--- src/rtl/thresholding_accu_pool_pkg.sv ---
// Shared types and helpers for the thresholding accumulation pool.
// Phase encoding plus a counter-width helper that stays legal for a count of 1.
package thresholding_accu_pool_pkg;

  typedef enum logic [1:0] {
    PH_FIRST,
    PH_MID,
    PH_LAST,
    PH_ONLY
  } phase_e;

  function automatic int cnt_w(input int n);
    return (n > 1) ? $clog2(n) : 1;
  endfunction

endpackage

--- src/rtl/thresholding_accu_pool_accu_ram.sv ---
// Per-fold accumulator storage: asynchronous read, synchronous write (distributed RAM).
// Contents are deliberately not reset; the FIRST pixel always overwrites an entry.
module thresholding_accu_pool_accu_ram #(
  parameter int DEPTH  = 1,
  parameter int DW     = 8,
  parameter int ADDR_W = 1
) (
  input  logic              clk,
  input  logic              we,
  input  logic [ADDR_W-1:0] addr,
  input  logic [DW-1:0]     wdata,
  output logic [DW-1:0]     rdata
);

  logic [DW-1:0] mem [DEPTH];

  always_ff @(posedge clk) begin
    if (we) begin
      mem[addr] <= wdata;
    end
  end

  assign rdata = mem[addr];

endmodule

--- src/rtl/thresholding_accu_pool.sv ---
// Per-channel frame sum over N_PIX pixels of a PE-wide, CF-fold rotating stream.
// One widened output beat per fold is emitted on the LAST pixel of each frame.
module thresholding_accu_pool
  import thresholding_accu_pool_pkg::*;
#(
  parameter int W      = 8,
  parameter int C      = 1,
  parameter int PE     = 1,
  parameter bit SIGNED = 1'b0,
  parameter int N_PIX  = 1,
  localparam int CF    = C / PE,
  localparam int AW    = W + $clog2(N_PIX)
) (
  input  logic                   clk,
  input  logic                   rst,
  output logic                   irdy,
  input  logic                   ivld,
  input  logic [PE-1:0][W-1:0]   idat,
  input  logic                   ordy,
  output logic                   ovld,
  output logic [PE-1:0][AW-1:0]  odat
);

  localparam int CW = cnt_w(CF);
  localparam int PW = cnt_w(N_PIX);
  localparam logic [CW-1:0] CF_LAST  = CW'(CF - 1);
  localparam logic [PW-1:0] PIX_LAST = PW'(N_PIX - 1);

  logic [CW-1:0]          cf_cnt_reg, cf_cnt_next;
  logic [PW-1:0]          pix_cnt_reg, pix_cnt_next;
  logic                   ovld_reg;
  logic [PE-1:0][AW-1:0]  odat_reg;
  logic [PE-1:0][AW-1:0]  ext_lane, acc_rd, sum_lane;
  phase_e                 phase;
  logic                   is_first, is_last, in_xfer;

  always_comb begin
    phase = PH_MID;
    if (N_PIX == 1)                  phase = PH_ONLY;
    else if (pix_cnt_reg == '0)      phase = PH_FIRST;
    else if (pix_cnt_reg == PIX_LAST) phase = PH_LAST;
  end

  assign is_first = (phase == PH_FIRST) || (phase == PH_ONLY);
  assign is_last  = (phase == PH_LAST)  || (phase == PH_ONLY);

  // Only LAST beats need the output register, so only they can be stalled.
  assign irdy    = !is_last || !ovld_reg || ordy;
  assign in_xfer = ivld && irdy;

  // Lanes are independent: each is widened and summed on its own.
  for (genvar gi = 0; gi < PE; gi++) begin : g_lane
    if (SIGNED) begin : g_sext
      assign ext_lane[gi] = AW'($signed(idat[gi]));
    end else begin : g_zext
      assign ext_lane[gi] = AW'(idat[gi]);
    end
    assign sum_lane[gi] = (is_first ? '0 : acc_rd[gi]) + ext_lane[gi];
  end

  thresholding_accu_pool_accu_ram #(
    .DEPTH  (CF),
    .DW     (PE * AW),
    .ADDR_W (CW)
  ) u_accu_ram (
    .clk   (clk),
    .we    (in_xfer && !is_last),
    .addr  (cf_cnt_reg),
    .wdata (sum_lane),
    .rdata (acc_rd)
  );

  always_comb begin
    cf_cnt_next  = cf_cnt_reg;
    pix_cnt_next = pix_cnt_reg;
    if (in_xfer) begin
      if (cf_cnt_reg == CF_LAST) begin
        cf_cnt_next  = '0;
        pix_cnt_next = (pix_cnt_reg == PIX_LAST) ? '0 : pix_cnt_reg + 1'b1;
      end else begin
        cf_cnt_next = cf_cnt_reg + 1'b1;
      end
    end
  end

  always_ff @(posedge clk) begin
    if (rst) begin
      cf_cnt_reg  <= '0;
      pix_cnt_reg <= '0;
      ovld_reg    <= 1'b0;
      odat_reg    <= '0;
    end else begin
      cf_cnt_reg  <= cf_cnt_next;
      pix_cnt_reg <= pix_cnt_next;
      // A LAST beat can reload in the same cycle the previous result drains.
      if (in_xfer && is_last) begin
        ovld_reg <= 1'b1;
        odat_reg <= sum_lane;
      end else if (ordy) begin
        ovld_reg <= 1'b0;
      end
    end
  end

  assign ovld = ovld_reg;
  assign odat = odat_reg;

endmodule

--- config.mk ---
export PLATFORM = sky130hd
export DESIGN_NAME = thresholding_accu_pool
export DESIGN_NICKNAME = d
export VERILOG_FILES = /design/src/rtl/thresholding_accu_pool_pkg.sv /design/src/rtl/thresholding_accu_pool_accu_ram.sv /design/src/rtl/thresholding_accu_pool.sv
export SDC_FILE = /design/constraint.sdc
export NUM_CORES = 1
export LEC_CHECK = 0
export CORE_AREA = 2 2 39 41
export DETAILED_ROUTE_END_ITERATION = 7
export DIE_AREA = 0 0 41 43
export GPL_TIMING_DRIVEN = 0
export HOLD_SLACK_MARGIN = 0.15
export PLACE_DENSITY = 0.68
export REMOVE_ABC_BUFFERS = 1
export SLEW_MARGIN = 30
export SYNTH_ARGS = -nofsm -noshare
export SYNTH_HDL_FRONTEND = slang
export SYNTH_SLANG_ARGS = --single-unit
--- constraint.sdc ---
create_clock -name clk -period 1.3 [get_ports clk]
set_input_delay 0.195 -clock clk [delete_from_list [all_inputs] [get_ports clk]]
set_output_delay 0.195 -clock clk [all_outputs]
set_load 0.005 [all_outputs]
---- Word-level counts from Yosys, hierarchy flattened ----
Cells that the tools add are included.
storage, ports and cells
  word-level logic and storage cells ...... 8
  flip-flop bits (word level) ............. 9
operators by class
  mux-type cells .......................... 2
  reductions and logical operators ........ 4
operators with widths
  cell                number
  2-to-1 mux 1 bit    2
  nonzero test 2 bit  1
  logical AND 1 bit   1
  logical NOT 1 bit   1
  logical OR 1 bit    1

---- Logic depth before layout (Yosys ltp) ----
  depth after elaboration ................. 4
  depth in mapped cells ................... 5
  gate-level depth less buffers ........... 3

---- Worst setup path before layout ----
OpenSTA, ideal clock, no wires.
  path kind ............................... register -> register
  start ................................... register ovld_reg (netlist: ovld)
  end ..................................... register odat_reg, in the netlist odat[0]
  arrival ................................. 0.800 ns
  period minus slack after synthesis ...... 0.939 ns
  data required time ...................... 1.161 ns
  library setup time ...................... 0.139 ns
  path buffers ............................ 2
  setup slack ............................. 0.361 ns
  cell stages (with the launch flop) ...... 6
  cell sequence ........................... dfxtp_1 nand2b_4 buf_6 buf_6 nand3_1 a21oi_2
between the ends
  longest elaborated chain between the ends .. 3
RTL lines
  what                      line                           RTL
  start: declaration        thresholding_accu_pool.sv:31   logic ovld_reg;
  start signal: assignment  thresholding_accu_pool.sv:90   ovld_reg <= 1'b0;
  start signal: assignment  thresholding_accu_pool.sv:97   ovld_reg <= 1'b1;
  start signal: assignment  thresholding_accu_pool.sv:100  ovld_reg <= 1'b0;
  logical NOT 1 bit         thresholding_accu_pool.sv:48   assign irdy = !is_last || !ovld_reg || ordy;
  logical OR 1 bit          thresholding_accu_pool.sv:48
  named net irdy            thresholding_accu_pool.sv:16   output logic irdy,
  logical AND 1 bit         thresholding_accu_pool.sv:49   assign in_xfer = ivld && irdy;
  end signal: assignment    thresholding_accu_pool.sv:98   odat_reg <= sum_lane;
  end: declaration          thresholding_accu_pool.sv:32   logic [PE-1:0][AW-1:0] odat_reg;
The timed path passes the listed nets, and every way through them passes these cells.
A chain may end at the register's enable or synchronous reset.

---- Worst setup path in the final report ----
  start ................................... input ivld
  end ..................................... register odat_reg, in the netlist odat[3]
between the ends
  longest elaborated chain between the ends .. 1
RTL lines
  what                line                          RTL
  start: declaration  thresholding_accu_pool.sv:17  input logic ivld,
  logical AND 1 bit   thresholding_accu_pool.sv:49
No other way between the ends.

==> summary.md <==
| Metric | Value |
|---|---|
| Launching point of the worst reg2reg path | `ovld$_SDFFE_PP0P_` |
| Overall Power | `648 uW` |
| Part of the Yosys area used for sequential elements | `40.8%` |
| Largest net degree at the start of global routing | `18` |
| Shortest clock period the worst path allows after layout | `1190 ps` |
| Kind of launch point of the worst setup path | `input port` |
| Number of distinct library cells after synthesis | `9` |
| Required arrival time at the worst endpoint | `1480 ps` |
| Run status | `finished, final reports clean` |
| Synthesized area | `442 um^2` |
| Peak ir drop on the vdd network | `0.405 mV` |
| Diodes inserted | `0` |
| Maximum number of buffers from clock root to sink | `2` |
| Tightest Pin Transition | `595 ps` |
| Worst Path Arrival | `1370 ps` |
| Quantity of I/O buffers inserted on ports | `21` |
| Max-slew violation count | `0` |
| Worst min-delay path startpoint | `idat[4]` |
| Reg-to-reg setup timing slack | `230 ps` |
| Routability Congestion | `0.598` |
| Final hold violation count | `0` |
| Count of nets after finishing | `76` |
| Maximum net fanout on the critical path | `17` |
| Cell types occupying the most area after synthesis | `sky130_fd_sc_hd__dfxtp_1 41%, sky130_fd_sc_hd__a21bo_1 18%, sky130_fd_sc_hd__a21oi_2 16%` |
| PD cells | `942 nW/um^2` |
| Endpoint of the worst register-to-register path | `odat[7]$_SDFFE_PP0P_` |
| Detailed placement HPWL | `597 um` |
| Die Span Y | `43 um` |
| Worst Clk Skew | `3.64 ps` |
| Post-layout util | `49.7%` |
| Clock buffer count from CTS | `3` |
| Routed len/inst | `12.3 um` |
| CTS sink cnt | `9` |
| Worst setup margin | `112 ps` |
| Fraction of final layout cells sized beyond drive strength 1 | `25.4%` |
| First-pass GRT wire length | `1.41 mm` |
| Flip-flop count of the largest register after layout | `8` |
| DIE WIDTH | `41 um` |
| Post-synthesis to final-layout area growth | `55.8%` |
| Final-layout worst hold slack | `498 ps` |
| Synth top area share | `40.8%` |
| H-Tree Level Count | `1` |
| Floorplan die area | `1760 um^2` |
| Core Box Area | `1380 um^2` |
| Starting DRC count in detailed routing | `3` |
| Number of stages on the worst hold path | `3` |
| Std cell rows | `14` |
| Initial Util | `31.9%` |
| Maxcap violations | `0` |
| Remaining antenna violation count | `0` |
| Proportion of synthesized flip-flops having asynchronous set or reset | `0%` |
| Final worst path period share | `91.4%` |
| Top FF cell, synth | `sky130_fd_sc_hd__dfxtp_1` |
| Buffer cell driving the clock tree root | `sky130_fd_sc_hd__clkbuf_4` |
| Post-Syn Area per Cell | `10.8 um^2` |
| Number of top-level pins | `22` |
| Finished Cell Area | `688 um^2` |
| Placed Area | `623 um^2` |
| Leading area contributor after synthesis | `sky130_fd_sc_hd__dfxtp_1` |
| Leakage power figure | `0.389 nW` |
| Count of state elements after synthesis | `9` |
| Cell count after placement | `73` |
| Via total after detailed routing | `371` |
| Number of global-route vias before repair | `332` |
| Worst Reg-to-Reg Cells | `5` |
| Hold Crit Endpoint | `odat[4]$_SDFFE_PP0P_` |
| Worst-case headroom to the max-slew limit | `60.2%` |
| Number of antenna violations at the first check in global routing | `0` |
| Number of setup violations in the final report | `0` |
| Vias per inst | `4.70` |
| TritonCTS clock tree | `done` |
| Latest clock arrival within the worst-skew pair | `260 ps` |
| Total negative slack for setup checks | `0 ps` |
| Kind of end point of the critical path | `register` |
| Aggregate global routing overflow | `0` |
| Clock transition at the registers of the reported paths | `70 ps` |
| Worst slack at placement | `-319 ps` |
| Total iterations of the first detailed-routing run | `3` |
| Start-to-end type of the worst setup path | `input port to register` |
| DRC errors left | `0` |
| Number of standard cells after synthesis | `41` |
| Number of synthesized flops with an enable pin | `0` |
| Type of the tightest min-delay check | `input port to register` |
| Synth Warn # | `0` |
| RSZ-0062 raised after global routing | `false` |
| Cell with the most instances after synthesis | `sky130_fd_sc_hd__dfxtp_1` |
| Overall Global Routing Usage | `12.2%` |
| List of most frequent post-synthesis cells | `9 x sky130_fd_sc_hd__dfxtp_1, 8 x sky130_fd_sc_hd__a21bo_1, 8 x sky130_fd_sc_hd__a21oi_2, 8 x sky130_fd_sc_hd__nand3_1, 4 x sky130_fd_sc_hd__buf_6` |
| Non-filler instance count after layout | `79` |
| Upper clock frequency limit | `842 MHz` |
| DRT Wirelength | `970 um` |
==> where the power goes <==
part | leakage, nW | total (mW) | internal, mW | switching, mW
combinational | 0.299 | 0.129 | 0.0799 | 0.0488
sequential | 0.0748 | 0.299 | 0.293 | 0.00651
clock | 0.0150 | 0.220 | 0.118 | 0.102
==> how the worst max path moves through the flow <==
stage,endpoint,startpoint,slack [ps]
floorplan,odat[0]$_SDFFE_PP0P_,ovld$_SDFFE_PP0P_,410
global placement,irdy,ordy,-300
detailed placement,irdy,ordy,-320
CTS,odat[5],odat[5]$_SDFFE_PP0P_,1
global route,odat[7]$_SDFFE_PP0P_,ivld,20
finish,odat[3]$_SDFFE_PP0P_,ivld,110
==> worst max-delay path, stage by stage <==
cell and delay [ps]:
sky130_fd_sc_hd__clkdlybuf4s50_1 850, sky130_fd_sc_hd__nand3_1 170, sky130_fd_sc_hd__a21oi_2 150
==> cell families after synthesis <==
logic type	count (synthesis)	share of synthesized area (%)
AND/OR/NAND/NOR	9	12.2
AO/OA/AOI/OAI	17	35.1
flip-flops	9	40.8
buffers and inverters	6	11.9
==> layer usage <==
metal	wire [um]	vias to the layer above	share of wire, %	GRT usage (%)
met2	383	14	39	16.3
met3	104	0	11	4.71
met1	482	170	50	16.6
met5	0	-	0	0
li1	-	187	-	-
met4	0	0	0	6.00
==> timing repair <==
| item | in CTS | in global routing |
|---|---|---|
| resized for setup | 2 | 10 |
| hold buffers | 0 | 0 |
| endpoints found under the setup margin | 2 | 9 |
| buffers inserted | 2 | 0 |
==> final cells by class <==
class / count / area [um^2]
clock buffers: 4 / 26.3
multi-input cells: 26 / 209
well taps: 16 / 20.0
repair buffers: 23 / 246
fillers: 134 / 696
inverters: 1 / 3.75
flip-flops and latches: 9 / 183
==> placed cells by master, fill, tap and decap left out <==
master	Yosys	final
sky130_fd_sc_hd__a21oi_2	8	8
sky130_fd_sc_hd__nand2b_4	1	1
sky130_fd_sc_hd__dlymetal6s2s_1	0	9
sky130_fd_sc_hd__buf_4	0	2
sky130_fd_sc_hd__dlygate4sd2_1	0	1
sky130_fd_sc_hd__a21oi_1	1	1
sky130_fd_sc_hd__clkbuf_4	0	3
sky130_fd_sc_hd__clkdlybuf4s50_1	0	11
sky130_fd_sc_hd__a21bo_1	8	8
sky130_fd_sc_hd__nand3_1	8	8
sky130_fd_sc_hd__inv_1	1	1
sky130_fd_sc_hd__dfxtp_2	0	2
sky130_fd_sc_hd__clkbuf_1	1	1
sky130_fd_sc_hd__dfxtp_1	9	7
Note: power is estimated with default switching activity, not from simulation.
